<file path="config.mk">
export PLATFORM = sky130hd
export DESIGN_NAME = read_arbiter
export DESIGN_NICKNAME = d
export VERILOG_FILES = /design/src/rtl/read_arbiter.sv
export SDC_FILE = /design/constraint.sdc
export NUM_CORES = 1
export LEC_CHECK = 0
export CORE_UTILIZATION = 40
export DETAILED_ROUTE_END_ITERATION = 8
export GPL_TIMING_DRIVEN = 0
export PLACE_DENSITY = 0.81
export SLEW_MARGIN = 0
export SYNTH_ARGS = -nofsm -noshare
export SYNTH_HDL_FRONTEND = slang
export SYNTH_SLANG_ARGS = --single-unit
</file>
<file path="constraint.sdc">
create_clock -name clk -period 3.2 [get_ports clk]
set_input_delay 0.64 -clock clk [delete_from_list [all_inputs] [get_ports clk]]
set_output_delay 0.64 -clock clk [all_outputs]
set_load 0.05 [all_outputs]
</file>
<file path="src/rtl/read_arbiter.sv">
`default_nettype none
// ============================================================================
//  Module   : read_arbiter
//  Purpose  : Read-side crossbar arbiter. Round-robins AR among masters and R
//             among slaves, and keeps a per-slave in-order master record so
//             returning bursts are routed to the requester.
//  Revision : 1.0
// ============================================================================
module read_arbiter #(
    parameter int M          = 2,
    parameter int S          = 2,
    parameter int ADDR_WIDTH = 32,
    parameter int DEPTH      = 4
) (
    input  logic                      clk,
    input  logic                      clr,
    input  logic [M-1:0]              AR_valid_f,
    input  logic [M*ADDR_WIDTH-1:0]   AR_addr_f,
    input  logic [S-1:0]              AR_ready_f,
    output logic [M-1:0]              AR_grant_f,
    output logic [M*$clog2(S)-1:0]    AR_sel_f,
    input  logic [S-1:0]              R_valid_f,
    input  logic [S-1:0]              R_last_f,
    input  logic [M-1:0]              R_ready_f,
    output logic [S-1:0]              R_grant_s_f,
    output logic [M-1:0]              R_grant_m_f,
    output logic [M*$clog2(S)-1:0]    R_sel_m_f,
    output logic                      R_err
);

    localparam int MW = $clog2(M);
    localparam int SW = $clog2(S);
    localparam int CW = $clog2(DEPTH + 1);
    localparam int PW = (DEPTH > 1) ? $clog2(DEPTH) : 1;

    localparam logic [0:0] AR_IDLE  = 1'b0;
    localparam logic [0:0] AR_ALLOW = 1'b1;
    localparam logic [0:0] R_IDLE   = 1'b0;
    localparam logic [0:0] R_ALLOW  = 1'b1;

    logic [0:0]    r_ar_state;
    logic [MW-1:0] r_ar_ptr;
    logic [SW-1:0] r_ar_tgt;
    logic [0:0]    r_r_state;
    logic [SW-1:0] r_r_ptr;
    logic [MW-1:0] r_r_mst;
    logic          r_err;

    logic [SW-1:0] w_sel        [M];
    logic [MW-1:0] w_fifo_head  [S];
    logic [CW-1:0] w_fifo_cnt   [S];
    logic [S-1:0]  w_fifo_full;
    logic [S-1:0]  w_fifo_empty;

    logic          w_push;
    logic          w_pop;
    logic [SW-1:0] w_ar_sel_cur;
    logic          w_ar_valid_cur;
    logic          w_r_valid_cur;
    logic          w_r_empty_cur;
    logic [MW-1:0] w_r_head_cur;
    logic          w_unused_addr;

    // Only the slice-select bits of each address matter here.
    assign w_unused_addr = ^AR_addr_f;

    genvar gm;
    generate
        for (gm = 0; gm < M; gm++) begin : g_mst
            assign w_sel[gm] = AR_addr_f[gm*ADDR_WIDTH + 16 +: SW];
            assign AR_sel_f[gm*SW +: SW] = w_sel[gm];
            assign R_sel_m_f[gm*SW +: SW] =
                ((r_r_state == R_ALLOW) && (r_r_mst == MW'(gm))) ? r_r_ptr : '0;
        end
    endgenerate

    assign w_ar_sel_cur   = w_sel[r_ar_ptr];
    assign w_ar_valid_cur = AR_valid_f[r_ar_ptr];
    assign w_push = (r_ar_state == AR_IDLE) && w_ar_valid_cur && !w_fifo_full[w_ar_sel_cur];

    assign w_r_valid_cur = R_valid_f[r_r_ptr];
    assign w_r_empty_cur = w_fifo_empty[r_r_ptr];
    assign w_r_head_cur  = w_fifo_head[r_r_ptr];
    assign w_pop = (r_r_state == R_ALLOW) && R_valid_f[r_r_ptr]
                   && R_ready_f[r_r_mst] && R_last_f[r_r_ptr];

    genvar gs;
    generate
        for (gs = 0; gs < S; gs++) begin : g_fifo
            logic [MW-1:0] r_mem [DEPTH];
            logic [PW-1:0] r_wr;
            logic [PW-1:0] r_rd;
            logic [CW-1:0] r_cnt;
            logic          w_wr;
            logic          w_rd;

            assign w_wr = w_push && (w_ar_sel_cur == SW'(gs));
            assign w_rd = w_pop && (r_r_ptr == SW'(gs));

            always_ff @(posedge clk or negedge clr) begin
                if (!clr) begin
                    r_wr  <= '0;
                    r_rd  <= '0;
                    r_cnt <= '0;
                end else begin
                    if (w_wr)
                        r_wr <= (r_wr == PW'(DEPTH - 1)) ? '0 : r_wr + 1'b1;
                    if (w_rd)
                        r_rd <= (r_rd == PW'(DEPTH - 1)) ? '0 : r_rd + 1'b1;
                    if (w_wr && !w_rd)
                        r_cnt <= r_cnt + 1'b1;
                    else if (w_rd && !w_wr)
                        r_cnt <= r_cnt - 1'b1;
                end
            end

            // Storage needs no reset: validity is tracked by r_cnt alone.
            always_ff @(posedge clk) begin
                if (w_wr)
                    r_mem[r_wr] <= r_ar_ptr;
            end

            assign w_fifo_head[gs]  = r_mem[r_rd];
            assign w_fifo_cnt[gs]   = r_cnt;
            assign w_fifo_full[gs]  = (r_cnt == CW'(DEPTH));
            assign w_fifo_empty[gs] = (r_cnt == '0);
        end
    endgenerate

    always_ff @(posedge clk or negedge clr) begin
        if (!clr) begin
            r_ar_state <= AR_IDLE;
            r_ar_ptr   <= '0;
            r_ar_tgt   <= '0;
        end else begin
            case (r_ar_state)
                AR_IDLE: begin
                    if (w_push) begin
                        r_ar_state <= AR_ALLOW;
                        r_ar_tgt   <= w_ar_sel_cur;
                    end else begin
                        r_ar_ptr <= r_ar_ptr + 1'b1;
                    end
                end
                AR_ALLOW: begin
                    // Leave on handshake, or if the master withdrew its request.
                    if (!w_ar_valid_cur || AR_ready_f[r_ar_tgt]) begin
                        r_ar_state <= AR_IDLE;
                        r_ar_ptr   <= r_ar_ptr + 1'b1;
                    end
                end
                default: r_ar_state <= AR_IDLE;
            endcase
        end
    end

    always_ff @(posedge clk or negedge clr) begin
        if (!clr) begin
            r_r_state <= R_IDLE;
            r_r_ptr   <= '0;
            r_r_mst   <= '0;
            r_err     <= 1'b0;
        end else begin
            r_err <= 1'b0;
            case (r_r_state)
                R_IDLE: begin
                    if (w_r_valid_cur && !w_r_empty_cur) begin
                        r_r_mst   <= w_r_head_cur;
                        r_r_state <= R_ALLOW;
                    end else begin
                        r_r_ptr <= r_r_ptr + 1'b1;
                        r_err   <= w_r_valid_cur;
                    end
                end
                R_ALLOW: begin
                    if (w_pop) begin
                        r_r_state <= R_IDLE;
                        r_r_ptr   <= r_r_ptr + 1'b1;
                    end
                end
                default: r_r_state <= R_IDLE;
            endcase
        end
    end

    assign AR_grant_f  = (r_ar_state == AR_ALLOW) ? (M'(1) << r_ar_ptr) : '0;
    assign R_grant_s_f = (r_r_state == R_ALLOW) ? (S'(1) << r_r_ptr) : '0;
    assign R_grant_m_f = (r_r_state == R_ALLOW) ? (M'(1) << r_r_mst) : '0;
    assign R_err       = r_err;

endmodule
`default_nettype wire

</file>
==> impl_metrics.csv <==
group,metric,value,unit
synthesis,synthAdderAreaFrac,11.3,%
sta,worst_pin_slew,945,ps
route,totalWireLength,2790,µm
clocking,clock_tree.buffer_depth,2,
synthesis,synthMuxAreaShare,15.9,%
global_routing,grt_pass1_wl,4710,µm
status,status,"finished, final reports clean",
global_routing,antenna_found_initial,0,
sta,max_freq,357,MHz
synthesis,syn_nets,225,
sta,drv_slew,0,
worst_setup_path,crit_path_top_delay_cell,"nor4b_4",
cells_and_area,fin_util,51.5,%
synthesis,synth.yosys.seq_area_share,45.7,%
synthesis,synthXorXnorAreaFrac,3.13,%
sta,fin_skew,8.81,ps
route,vias_per_cell,4.98,
sta,fin_crit,2800,ps
sta,slew_headroom,36.8,%
route,wl_per_cell,12.9,µm
power,p_total,2.02,mW
worst_setup_path,worst-path-max-fanout,10,
die,coreArea,4000,µm²
synthesis,ys_warn_count,0,
place,dp_hpwl,2100,µm
clocking,clk_pin_slew,60,ps
clocking,postCtsSetupBuffers,0,
synthesis,synth.distinct_cells,38,
die,io_pins,87,
sta,hold_ws,487,ps
route,drtAntennaViolNets,0,
global_routing,grt-ovfl-total,0,
clocking,cts_made_buffers,5,
clocking,root_buffer,"clkbuf_8",
die,start_util,41.9,%
clocking,cts_hold_buffers,0,
worst_setup_path,cp.arrival,3000,ps
place,port_buffers,24,
synthesis,yosys.area_share.simple,15.2,%
cells_and_area,postLayoutCellArea,2060,µm²
clocking,clkSinkCount,29,
worst_setup_path,crit_buf_inv,2,
cells_and_area,syn_to_final_growth,22.8,%
die,dieArea,4450,µm²
route,vias,1081,
place,gp_congestion,0.701,
route,drcViolationCount,0,
global_routing,grt_pass1_vias,1082,
worst_setup_path,max_stage_delay,550,ps
die,die_h,66.7,µm
route,firstDrtPassIters,4,
global_routing,track_usage,14.9,%
clocking,cts_tree,"built",
worst_setup_path,path_cells,"clkdlybuf4s50_1 -> mux2i_1 -> nor4b_4 -> ha_1 -> inv_1 -> fa_1 -> xor2_1 -> nor2_1 -> xor2_1",
synthesis,synth_top_family_by_area,"multiplexers",
route,drtIter0Drc,33,
hold_path,hold_class,"reg -> reg",
clocking,clk_latency,280,ps
sta,min_period_over_period,87.4,%
synthesis,synth_cells,135,
cells_and_area,fin_nets,256,
global_routing,grt_max_degree,22,
power,leakagePower,0.881,nW
worst_setup_path,path_class,"in -> reg",
worst_setup_path,startpoint_type,"input pin",
place,dpl-instance-area,1980,µm²
die,row_count,23,
synthesis,synth-compound-area-share,4.70,%
sta,fin_setup_tns,0,ps
sta,rsz0062_at_grt,"false",
sta,hold_viol,0,
cells_and_area,antennaDiodeCount,0,
worst_setup_path,cp-end-kind,"register",
power,ir_worst_vdd,0.454,mV
cells_and_area,drive_gt1_share,16.2,%
worst_setup_path,required,3410,ps
sta,setup-violations-final,0,
synthesis,synth-seq-cells,29,
synthesis,netlist_area,1680,µm²
flow_run,maxCapViolations,0,
power,power.density,981,nW/µm²
worst_setup_path,critPathTopFamily,"simple AND/OR/NAND/NOR gates",
die,die_x,66.7,µm
clocking,cts_htree_levels,2,
cells_and_area,n_fill_cell,359,
worst_setup_path,crit_top_cell,"xor2_1",
clocking,post_cts_resized,0,
synthesis,syn-mean-instance-area,12.4,µm²
## per-layer routing
layer / wire (µm) / global-route usage [%]
met2: 1360 / 24.7
met5: 0 / 0
met1: 1210 / 16.4
met4: 56 / 7.18
met3: 162 / 5.99
## cell usage after synthesis (all sizes together)
master | count | share of area (%)
inv | 11 | 2.5
mux4 | 2 | 2.7
nor2 | 8 | 1.8
o31a | 1 | 0.52
and2 | 11 | 4.1
a21oi | 2 | 0.60
nor2b | 3 | 1.1
nand2b | 2 | 0.75
a2bb2oi | 1 | 0.90
and2b | 1 | 0.45
edfxtp | 8 | 14
xor2 | 4 | 2.1
xnor2 | 2 | 1.0
ha | 12 | 9.0
o21ai | 3 | 0.90
nor4 | 1 | 0.37
or3b | 2 | 1.0
a211oi | 1 | 0.45
o21bai | 1 | 0.45
mux2 | 11 | 8.1
clkbuf | 1 | 0.22
buf | 3 | 1.3
fa | 2 | 2.4
nand3b | 1 | 0.45
a31oi | 1 | 0.37
nor4b | 1 | 1.4
mux2i | 7 | 5.1
nor3 | 3 | 1.6
nand2 | 4 | 1.0
and3 | 3 | 1.1
a211o | 1 | 0.52
dfrtp | 21 | 31
## sequential cells by signal (all words and copies together), names as in the netlist
signal and flops:
R_err 1, g_fifo.r_wr 4, g_fifo.r_mem 8, r_r_mst 1, g_fifo.r_cnt 6, r_r_ptr 1
r_ar_ptr 1, r_ar_tgt 1, r_ar_state 1, r_r_state 1, g_fifo.r_rd 4
## final cells by class
| cell class | instances | area, µm² | area share, % |
|---|---|---|---|
| Multi-Input combinational cell | 91 | 843 | 40.9 |
| Sequential cell | 29 | 766 | 37.2 |
| Timing Repair Buffer | 24 | 240 | 11.7 |
| Clock buffer | 7 | 76.3 | 3.71 |
| Tap cell | 50 | 62.6 | 3.04 |
| Inverter | 11 | 41.3 | 2.00 |
| Buffer | 4 | 26.3 | 1.28 |
| Clock inverter | 1 | 3.75 | 0.182 |
## report_power, final
part | internal [mW] | switching (mW)
clock | 0.151 | 0.130
combinational | 0.489 | 0.545
sequential | 0.546 | 0.160
total | 1.19 | 0.835
## layout by cell type (no fill, tap or decap), types with 2 or more instances in the layout
cell type	count
a21oi_1	2
inv_1	11
fa_1	2
xor2_1	4
nand2b_1	2
buf_4	3
mux2_4	3
ha_1	12
mux2i_1	5
xnor2_1	2
nor3_1	2
o21ai_1	2
clkbuf_8	5
clkbuf_1	3
and3_1	3
edfxtp_1	8
nor2b_1	3
clkdlybuf4s50_1	24
mux2_2	8
and2_1	11
or3b_1	2
nand2_1	3
nor2_1	8
dfrtp_1	21
mux4_2	2
## per-stage QoR
step | std cells | setup WS [ps]
2_1_floorplan | 135 | 576
3_5_place_dp | 209 | 106
6_report | 217 | 402
3_3_place_gp | 209 | 197
5_1_grt | 217 | 256
4_1_cts | 217 | 388
## worst paths after layout
path	cells past startpoint	slack, ps	endpoint	start
worst max-delay path	9	400	g_fifo[1].r_cnt[2]	AR_valid_f[1]
worst min-delay path	1	490	g_fifo[0].r_cnt[2]	g_fifo[0].r_cnt[2]
worst max register to register	9	550	g_fifo[0].r_cnt[2]	r_ar_ptr
worst min register to register	1	490	g_fifo[0].r_cnt[2]	g_fifo[0].r_cnt[2]
max in group asynchronous	1	1730	r_r_mst	clr
min in group asynchronous	1	890	r_ar_ptr	clr
## logic make-up (layout without fill, tap and decap cells)
family	count (synthesis)	in the layout
XOR/XNOR	6	6
flip-flops	29	29
AO/OA/AOI/OAI	11	11
AND/OR/NAND/NOR	40	40
adder cells (fa/ha/maj)	14	14
buffers and inverters	15	47
multiplexers	20	20
(Power assumes the default switching activity.)
